[src/rtl/alu_sequencer.sv]
// alu_sequencer
//   Shares the lab ALU and its 8-bit result register between two requesters.
//   A round-robin arbiter accepts one command at a time. ALU commands
//   (op 000-110) are issued for one cycle, and the ALU output is captured into
//   the accumulator. Op 111 runs a 4x4 shift-add multiply internally over
//   four cycles. The result goes back to the owner with a one-cycle done pulse.
//
// Ports
//   clock, reset           rising-edge clock, synchronous active-high reset
//   req0/1, op0/1          command request and code per requester
//   a0, b0, a1, b1         4-bit operands, latched at the accepting edge
//   gnt0/1, done0/1        registered one-cycle accept / result-valid pulses
//   result                 accumulator value as of the last completed command
//   busy                   high whenever the controller is not idle
//   alu_select/a/b         ALU drive lines; zero outside ISSUE
//   alu_reg                ALU register input, mirrors the accumulator
//   alu_out                combinational ALU result

module alu_sequencer (
    input  logic       clock,
    input  logic       reset,
    input  logic       req0,
    input  logic       req1,
    input  logic [2:0] op0,
    input  logic [2:0] op1,
    input  logic [3:0] a0,
    input  logic [3:0] b0,
    input  logic [3:0] a1,
    input  logic [3:0] b1,
    output logic       gnt0,
    output logic       gnt1,
    output logic       done0,
    output logic       done1,
    output logic [7:0] result,
    output logic       busy,
    output logic [2:0] alu_select,
    output logic [3:0] alu_a,
    output logic [3:0] alu_b,
    output logic [7:0] alu_reg,
    input  logic [7:0] alu_out
);

    typedef enum logic [1:0] {IDLE, ISSUE, MUL, RESP} state_t;

    state_t     state, state_nx;
    logic       owner, owner_nx;
    logic       last, last_nx;
    logic [2:0] opl, opl_nx;
    logic [3:0] al, al_nx;
    logic [3:0] bl, bl_nx;
    logic [7:0] acc, acc_nx;
    logic [1:0] cnt, cnt_nx;
    logic [7:0] result_nx;
    logic       gnt0_nx, gnt1_nx, done0_nx, done1_nx, busy_nx;

    logic       win;
    logic [2:0] win_op;
    logic [3:0] win_a, win_b;

    // Arbitration: a lone requester wins; on contention the side that was
    // not served last wins.
    always_comb begin
        win    = (req0 && req1) ? ~last : req1;
        win_op = win ? op1 : op0;
        win_a  = win ? a1  : a0;
        win_b  = win ? b1  : b0;
    end

    always_comb begin
        state_nx  = state;
        owner_nx  = owner;
        last_nx   = last;
        opl_nx    = opl;
        al_nx     = al;
        bl_nx     = bl;
        acc_nx    = acc;
        cnt_nx    = cnt;
        result_nx = result;
        gnt0_nx   = 1'b0;
        gnt1_nx   = 1'b0;
        done0_nx  = 1'b0;
        done1_nx  = 1'b0;

        case (state)
            IDLE: begin
                if (req0 || req1) begin
                    owner_nx = win;
                    last_nx  = win;
                    opl_nx   = win_op;
                    al_nx    = win_a;
                    bl_nx    = win_b;
                    gnt0_nx  = ~win;
                    gnt1_nx  = win;
                    if (win_op == 3'b111) begin
                        acc_nx   = '0;
                        cnt_nx   = '0;
                        state_nx = MUL;
                    end else begin
                        state_nx = ISSUE;
                    end
                end
            end
            ISSUE: begin
                acc_nx    = alu_out;
                result_nx = alu_out;
                done0_nx  = ~owner;
                done1_nx  = owner;
                state_nx  = RESP;
            end
            MUL: begin
                if (bl[cnt]) begin
                    acc_nx = acc + ({4'b0000, al} << cnt);
                end
                cnt_nx = cnt + 2'd1;
                if (cnt == 2'd3) begin
                    // result is registered, so load it with the final partial
                    // sum now so it is valid alongside the done pulse
                    result_nx = acc_nx;
                    done0_nx  = ~owner;
                    done1_nx  = owner;
                    state_nx  = RESP;
                end
            end
            RESP: begin
                state_nx = IDLE;
            end
            default: begin
                state_nx = IDLE;
            end
        endcase

        busy_nx = (state_nx != IDLE);
    end

    always_ff @(posedge clock) begin
        if (reset) begin
            state  <= IDLE;
            owner  <= 1'b0;
            last   <= 1'b1;
            opl    <= '0;
            al     <= '0;
            bl     <= '0;
            acc    <= '0;
            cnt    <= '0;
            result <= '0;
            gnt0   <= 1'b0;
            gnt1   <= 1'b0;
            done0  <= 1'b0;
            done1  <= 1'b0;
            busy   <= 1'b0;
        end else begin
            state  <= state_nx;
            owner  <= owner_nx;
            last   <= last_nx;
            opl    <= opl_nx;
            al     <= al_nx;
            bl     <= bl_nx;
            acc    <= acc_nx;
            cnt    <= cnt_nx;
            result <= result_nx;
            gnt0   <= gnt0_nx;
            gnt1   <= gnt1_nx;
            done0  <= done0_nx;
            done1  <= done1_nx;
            busy   <= busy_nx;
        end
    end

    always_comb begin
        alu_select = (state == ISSUE) ? opl : '0;
        alu_a      = (state == ISSUE) ? al  : '0;
        alu_b      = (state == ISSUE) ? bl  : '0;
        alu_reg    = acc;
    end

endmodule

[config.mk]
export PLATFORM = sky130hd
export DESIGN_NAME = alu_sequencer
export DESIGN_NICKNAME = d
export VERILOG_FILES = /design/src/rtl/alu_sequencer.sv
export SDC_FILE = /design/constraint.sdc
export NUM_CORES = 1
export LEC_CHECK = 0
export ABC_CLOCK_PERIOD_IN_PS = 3300
export CORE_UTILIZATION = 49
export CTS_CLUSTER_SIZE = 20
export DETAILED_ROUTE_END_ITERATION = 16
export PLACE_DENSITY_LB_ADDON = 0.1
export SLEW_MARGIN = 20
export SYNTH_ARGS = -nofsm -noshare
export SYNTH_HDL_FRONTEND = slang
export SYNTH_SLANG_ARGS = --single-unit
[constraint.sdc]
create_clock -name clock -period 3.3 [get_ports clock]
set_clock_uncertainty 0.15 [all_clocks]
set_input_delay 0.33 -clock clock [delete_from_list [all_inputs] [get_ports clock]]
set_output_delay 0.33 -clock clock [all_outputs]
set_load 0.01 [all_outputs]
* Yosys cells after proc, flatten, opt, wreduce, memory -nomap -nowiden
Cells that the tools add are included.
** Word-level totals
- Flip-flop bits (word level) :: 38
- Input port bits :: 34
- Output and inout bits :: 32
- Word-level logic and storage cells :: 69
** Cells by class
- Add/sub/neg operators :: 2
- Magnitude comparators :: 1
- Equality and inequality tests :: 8
- Shift-type cells :: 1
- Mux-type cells :: 26
- Bitwise logic cells :: 5
- Reductions and logical operators :: 12
** Operators by type and width (count)
- $mux W8 :: 4
- $pmux W8 S3 :: 1
- $mux W4 :: 4
- $pmux W8 S2 :: 1
- $mux W2 :: 5
- $add A8 B8 Y8 :: 1
- $pmux W2 S4 :: 1
- $shl A4 B2 Y8 :: 1
- $eq A2 B2 Y1 const B :: 3
- $mux W3 :: 2
- $ne A2 B2 Y1 const B :: 3
- $reduce_and A3 Y1 :: 2
- $reduce_bool A2 Y1 :: 3
- $not A1 Y1 :: 5
- $mux W1 :: 4
- $pmux W1 S2 :: 2
- $pmux W2 S2 :: 1
- $reduce_and A2 Y1 :: 2
- $eq A3 B3 Y1 const B :: 1
- $lt A2 B3 Y1 const B :: 1
- $reduce_bool A3 Y1 :: 1
- $reduce_or A3 Y1 :: 1
- $add A2 B1 Y2 const B :: 1
- $bmux W1 S2 :: 1
- other kinds (4) :: 4

* Logic depth before layout (Yosys ltp)
- Depth in word-level cells :: 8
- Depth in mapped cells :: 10
- Mapped depth without buffers :: 9

* Least setup slack after synthesis
No wires, ideal clock.
- Kind :: reg-to-reg
- Start :: register cnt[0]
- End :: register result[6]
- Arrival time :: 2.380 ns
- Required time :: 3.047 ns
- Setup slack :: 0.667 ns
- Cell stages (with the launch flop) :: 10
- Buffers on the path :: 1
- Path through :: dfxtp_1 -> clkbuf_1 -> nor3b_1 -> ha_1 -> fa_1 -> a211oi_1 -> o21ai_0 -> nand3_1 -> a31oi_1 -> a2111oi_2
** Between the ends
- Cells in the longest elaborated chain, start to end :: 5
- Elaborated cells on any way between the ends :: 10
- Those cells by class :: add/sub: 1; eq/ne: 2; shift: 1; mux: 5; reduce/logical: 1
** RTL lines
- from (decl) :: line 52 : logic [1:0] cnt, cnt_nx;
- from (signal assigned) :: line 159 : cnt <= cnt_nx;
- $shl A4 B2 Y8 or $bmux W1 S2 (tied branches) :: line 112, 111
- $add A8 B8 Y8 or $mux W1 (tied branches) :: line 112, 111
- $mux W8 :: line 111 : if (bl[cnt]) begin
- $mux W8 :: line 115 : if (cnt == 2'd3) begin
- $pmux W8 S2 :: line 84 : case (state)
- to (signal assigned) :: line 160 : result <= result_nx;
- to (decl) :: line 34 : output logic [7:0] result,
Several ways; a longest one is shown, not always the timed one. The select of a mux whose other input is x is not followed.
A chain may end at the register's enable or synchronous reset.

* Final worst setup path
- Start :: register cnt[1]
- End :: register acc[7], in the netlist alu_reg[7]
** Between the ends
- Cells in the longest elaborated chain, start to end :: 4
- Elaborated cells on any way between the ends :: 6
- Those cells by class :: add/sub: 1; shift: 1; mux: 4
** RTL lines
- $shl A4 B2 Y8 or $bmux W1 S2 (tied branches) :: line 112, 111
- $add A8 B8 Y8 or $mux W1 (tied branches) :: line 112, 111
- $mux W8 (*) :: line 111
- $pmux W8 S3 (*) :: line 84
- to (signal assigned) :: line 158 : acc <= acc_nx;
- to (decl) :: line 51 : logic [7:0] acc, acc_nx;
Mark *: on every way between the ends. The rest lies on a longest branch, timed or not. The select of a mux whose other input is x is not followed.

==> results.md <==
| Stage | Result | Value |
|:---|:---|:---|
| run status | Run status | finished, final reports clean |
| detailed routing | Top Metal Used | met4 |
| cells and area | Filler instances | 427 |
| synthesis | Mapped cell area | 2430 um2 |
| synthesis | Number of warnings issued by yosys | 0 |
| clocking | Clock Latency Late Sink | 300 ps |
| die | Width of the die | 72.4 um |
| critical path | Critical path launch point type | flip-flop |
| synthesis | Syn Inst Count | 277 |
| critical path | Largest fanout on the critical path | 11 |
| detailed routing | Initial DRT Pass Iterations | 4 |
| global routing | Number of global-route vias before repair | 2152 |
| sta | Achievable frequency | 354 MHz |
| global routing | Maximum number of pins on one net before global-route repair | 25 |
| sta | Post-Route Hold Slack | 296 ps |
| synthesis | Post-synthesis sequential area ratio | 31.3% |
| sta | Count of final hold-check violations | 0 |
| detailed routing | Total wire length after detailed routing | 6370 um |
| clocking | Maximum level of the CTS H-tree | 2 |
| sta | Ratio of final minimum period to clock period | 85.5% |
| global routing | Total congestion overflow | 0 |
| global routing | First-pass GRT wire length | 10300 um |
| cells and area | Area growth from synthesis to layout | 32.7% |
| placement | Final weighted congestion in routability-driven placement | 0.961 |
| global routing | Initial antenna violation count | 0 |
| synthesis | Unique cell type count in the Yosys netlist | 59 |
| cells and area | Layout cells sized above 1 | 11.5% |
| detailed routing | Final routed wire length divided by cell count | 15.7 um |
| sta | Normalized max-slew margin | 58.4% |
| critical path | Critical path data required time | 3390 ps |
| power | Clk network pwr share | 15.3% |
| clocking | TritonCTS clock tree | done |
| power | Reg power frac | 31.7% |
| sta | Actual transition at the worst max-transition pin | 624 ps |
| clocking | Bufs on Longest Clock Path | 2 |
| clocking | Clock buffer count from CTS | 5 |
| die | Effective utilization at floorplan | 51.1% |
| detailed routing | Met1 layer wirelength in the final routing | 2840 um |
| global routing | Total GRT Usage | 26.0% |
| power | Switching portion of total power | 41.9% |
| detailed routing | Wire length on met2 | 3100 um |
| clocking | Cts hold-fix bufs | 0 |
| clocking | CTS root buf | clkbuf_8 |
| sta | Final critical delay including setup and external delays | 2820 ps |
| die | Floorplan die area | 5240 um2 |
| worst hold path | Path class of the lowest-slack min-delay path | reg -> reg |
| synthesis | Async SR Flop Fraction | 0% |
| detailed routing | Count of routing violations after the opening detailed-route iteration | 139 |
| power | Leakage power figure | 1.20 nW |
| placement | IO Port Bufs | 65 |
| clocking | Clock input transition at the sequential cells of the worst setup and hold paths | 80 ps |
| die | Number of top-level pins | 66 |
| detailed routing | Antenna violation net count after detailed routing | 0 |
| power | NetSw | 0.000949 W |
| synthesis | Total of flip-flops plus latches after synthesis | 38 |
| flow run | Max-capacitance violation count | 0 |
| power | Internal power component | 0.00132 W |
| synthesis | Post-Synthesis Net Count | 324 |
| die | Site row count | 25 |
| synthesis | Main flop type after synthesis | dfxtp_1 |
| detailed routing | Met3 Routed Length | 265 um |
| detailed routing | Detail-routed via count per cell | 5.64 |
| placement | Detailed placement HPWL | 4820 um |
| die | Core box area | 4750 um2 |
| sta | Setup_tns | 0 ps |
| die | Die Y | 72.4 um |
| power | Combinational share of power | 53.1% |
| clocking | Count of cells resized by post-cts repair | 0 |
| sta | Final-report setup violation count | 0 |
| clocking | CTS Sinks | 38 |
| detailed routing | Number of remaining DRC errors | 0 |
| synthesis | Post-synthesis area per instance | 8.77 um2 |
| sta | Unrepaired setup endpoints after global routing | no |
| synthesis | Count of flip-flops with a built-in enable after synthesis | 0 |
| clocking | Setup bufs post-CTS | 0 |
| cells and area | Antenna Cells | 0 |
| sta | Final count of pins violating max slew | 0 |
| critical path | Critical path capture point type | flip-flop |
| power | Worst VDD drop | 0.460 mV |
| critical path | Critical setup path kind | reg -> reg |
| power | PwrDens | 702 nW/um2 |
| critical path | Worst Path Arrival | 2910 ps |
| cells and area | Final-stage net count | 385 |
| detailed routing | Total via count in the routed design | 2288 |
per-stage QoR:
| stage | setup WS, ps | utilization [%] | cell area, um2 | total power (W) | cells |
|---|---|---|---|---|---|
| after floorplan | 667 | - | 2430 | 0.00151 | 277 |
| after global placement | 575 | 65.8 | 3130 | 0.00189 | 398 |
| after detailed placement | 509 | 65.8 | 3130 | 0.00193 | 398 |
| after CTS | 490 | 67.8 | 3230 | 0.00227 | 406 |
| after global routing | 246 | 67.8 | 3230 | 0.00243 | 406 |
| final | 478 | 67.8 | 3230 | 0.00226 | 406 |
power groups by stage:
stage	Clock, W	Combinational (W)	Sequential [W]
floorplan	0	0.000783	0.000723
global placement	0	0.00117	0.000721
detailed placement	0	0.00120	0.000728
CTS	0.000350	0.00120	0.000718
global route	0.000372	0.00132	0.000739
finish	0.000346	0.00120	0.000717
critical path: stages, from the launching register on:
cell	delay (ps)
dfxtp_1	540
mux2_2	390
nor2_1	80
a21oi_1	50
ha_1	350
o21ai_0	120
or2_2	310
a311oi_2	280
mux2_1	350
a21oi_1	120
cell usage in the layout (no fill, tap or decap), types with 2 or more instances in the layout:
cell	count
a211o_1	3
a211oi_1	17
a211oi_2	3
a21o_1	3
a21oi_1	14
a22oi_1	2
a311oi_2	3
a31o_2	2
a31oi_1	6
a32o_1	2
and2_1	13
and3_1	5
buf_4	5
clkbuf_8	6
clkdlybuf4s50_1	65
dfxtp_1	38
ha_1	12
inv_1	5
mux2i_1	15
nand2_1	16
nand3_1	5
nand3b_1	3
nor2_1	35
nor2b_1	5
nor3b_1	2
o21a_1	3
o21ai_0	13
o21ai_1	3
or2_2	2
or3_1	2
cell usage after synthesis (5+ instances only):
master,n,area share (%)
nand2_1,16,2.5
and2_1,13,3.3
and3_1,5,1.3
mux2i_1,15,6.2
nor2_1,35,5.4
ha_1,12,6.2
dfxtp_1,38,31
a211oi_1,17,5.3
a31oi_1,6,1.5
nand3_1,5,1.0
o21ai_0,13,2.7
nor2b_1,5,1.3
clkbuf_1,12,1.9
inv_1,5,0.77
a21oi_1,14,2.9
per-layer routing:
| metal | up-vias | GRT usage (%) |
|---|---|---|
| met3 | 10 | 5.83 |
| met1 | 1066 | 31.3 |
| met4 | 0 | 12.0 |
| met5 | - | 0 |
| met2 | 69 | 43.9 |
| li1 | 1143 | - |
cell families (layout without fill, tap and decap cells):
group	Yosys count	after routing	share of synthesized area [%]
xor+xnor	1	1	0.361
simple gates	94	94	19.6
fa+ha+maj	13	13	7.00
buf+inv	23	85	4.02
mux	19	19	8.60
compound gates	89	89	29.1
flops	38	38	31.3
layout make-up:
type | count | area [um2] | share of cell area [%]
Timing Repair Buffer | 70 | 688 | 21.3
Inverter | 7 | 26.3 | 0.815
Clock buffer | 6 | 82.6 | 2.56
Clock inverter | 2 | 12.5 | 0.388
Multi-Input combinational cell | 216 | 1570 | 48.7
Sequential cell | 38 | 761 | 23.6
Tap cell | 67 | 83.8 | 2.60
path summary, 6_finish.rpt:
kind	from	to	slack, ps	cells past startpoint
setup reg to reg	cnt[1]	alu_reg[7]	480	9
setup / recovery	cnt[1]	alu_reg[7]	480	9
hold reg to reg	owner	done1	300	2
hold / removal	owner	done1	300	2
Note: power is estimated with default switching activity, not from simulation.
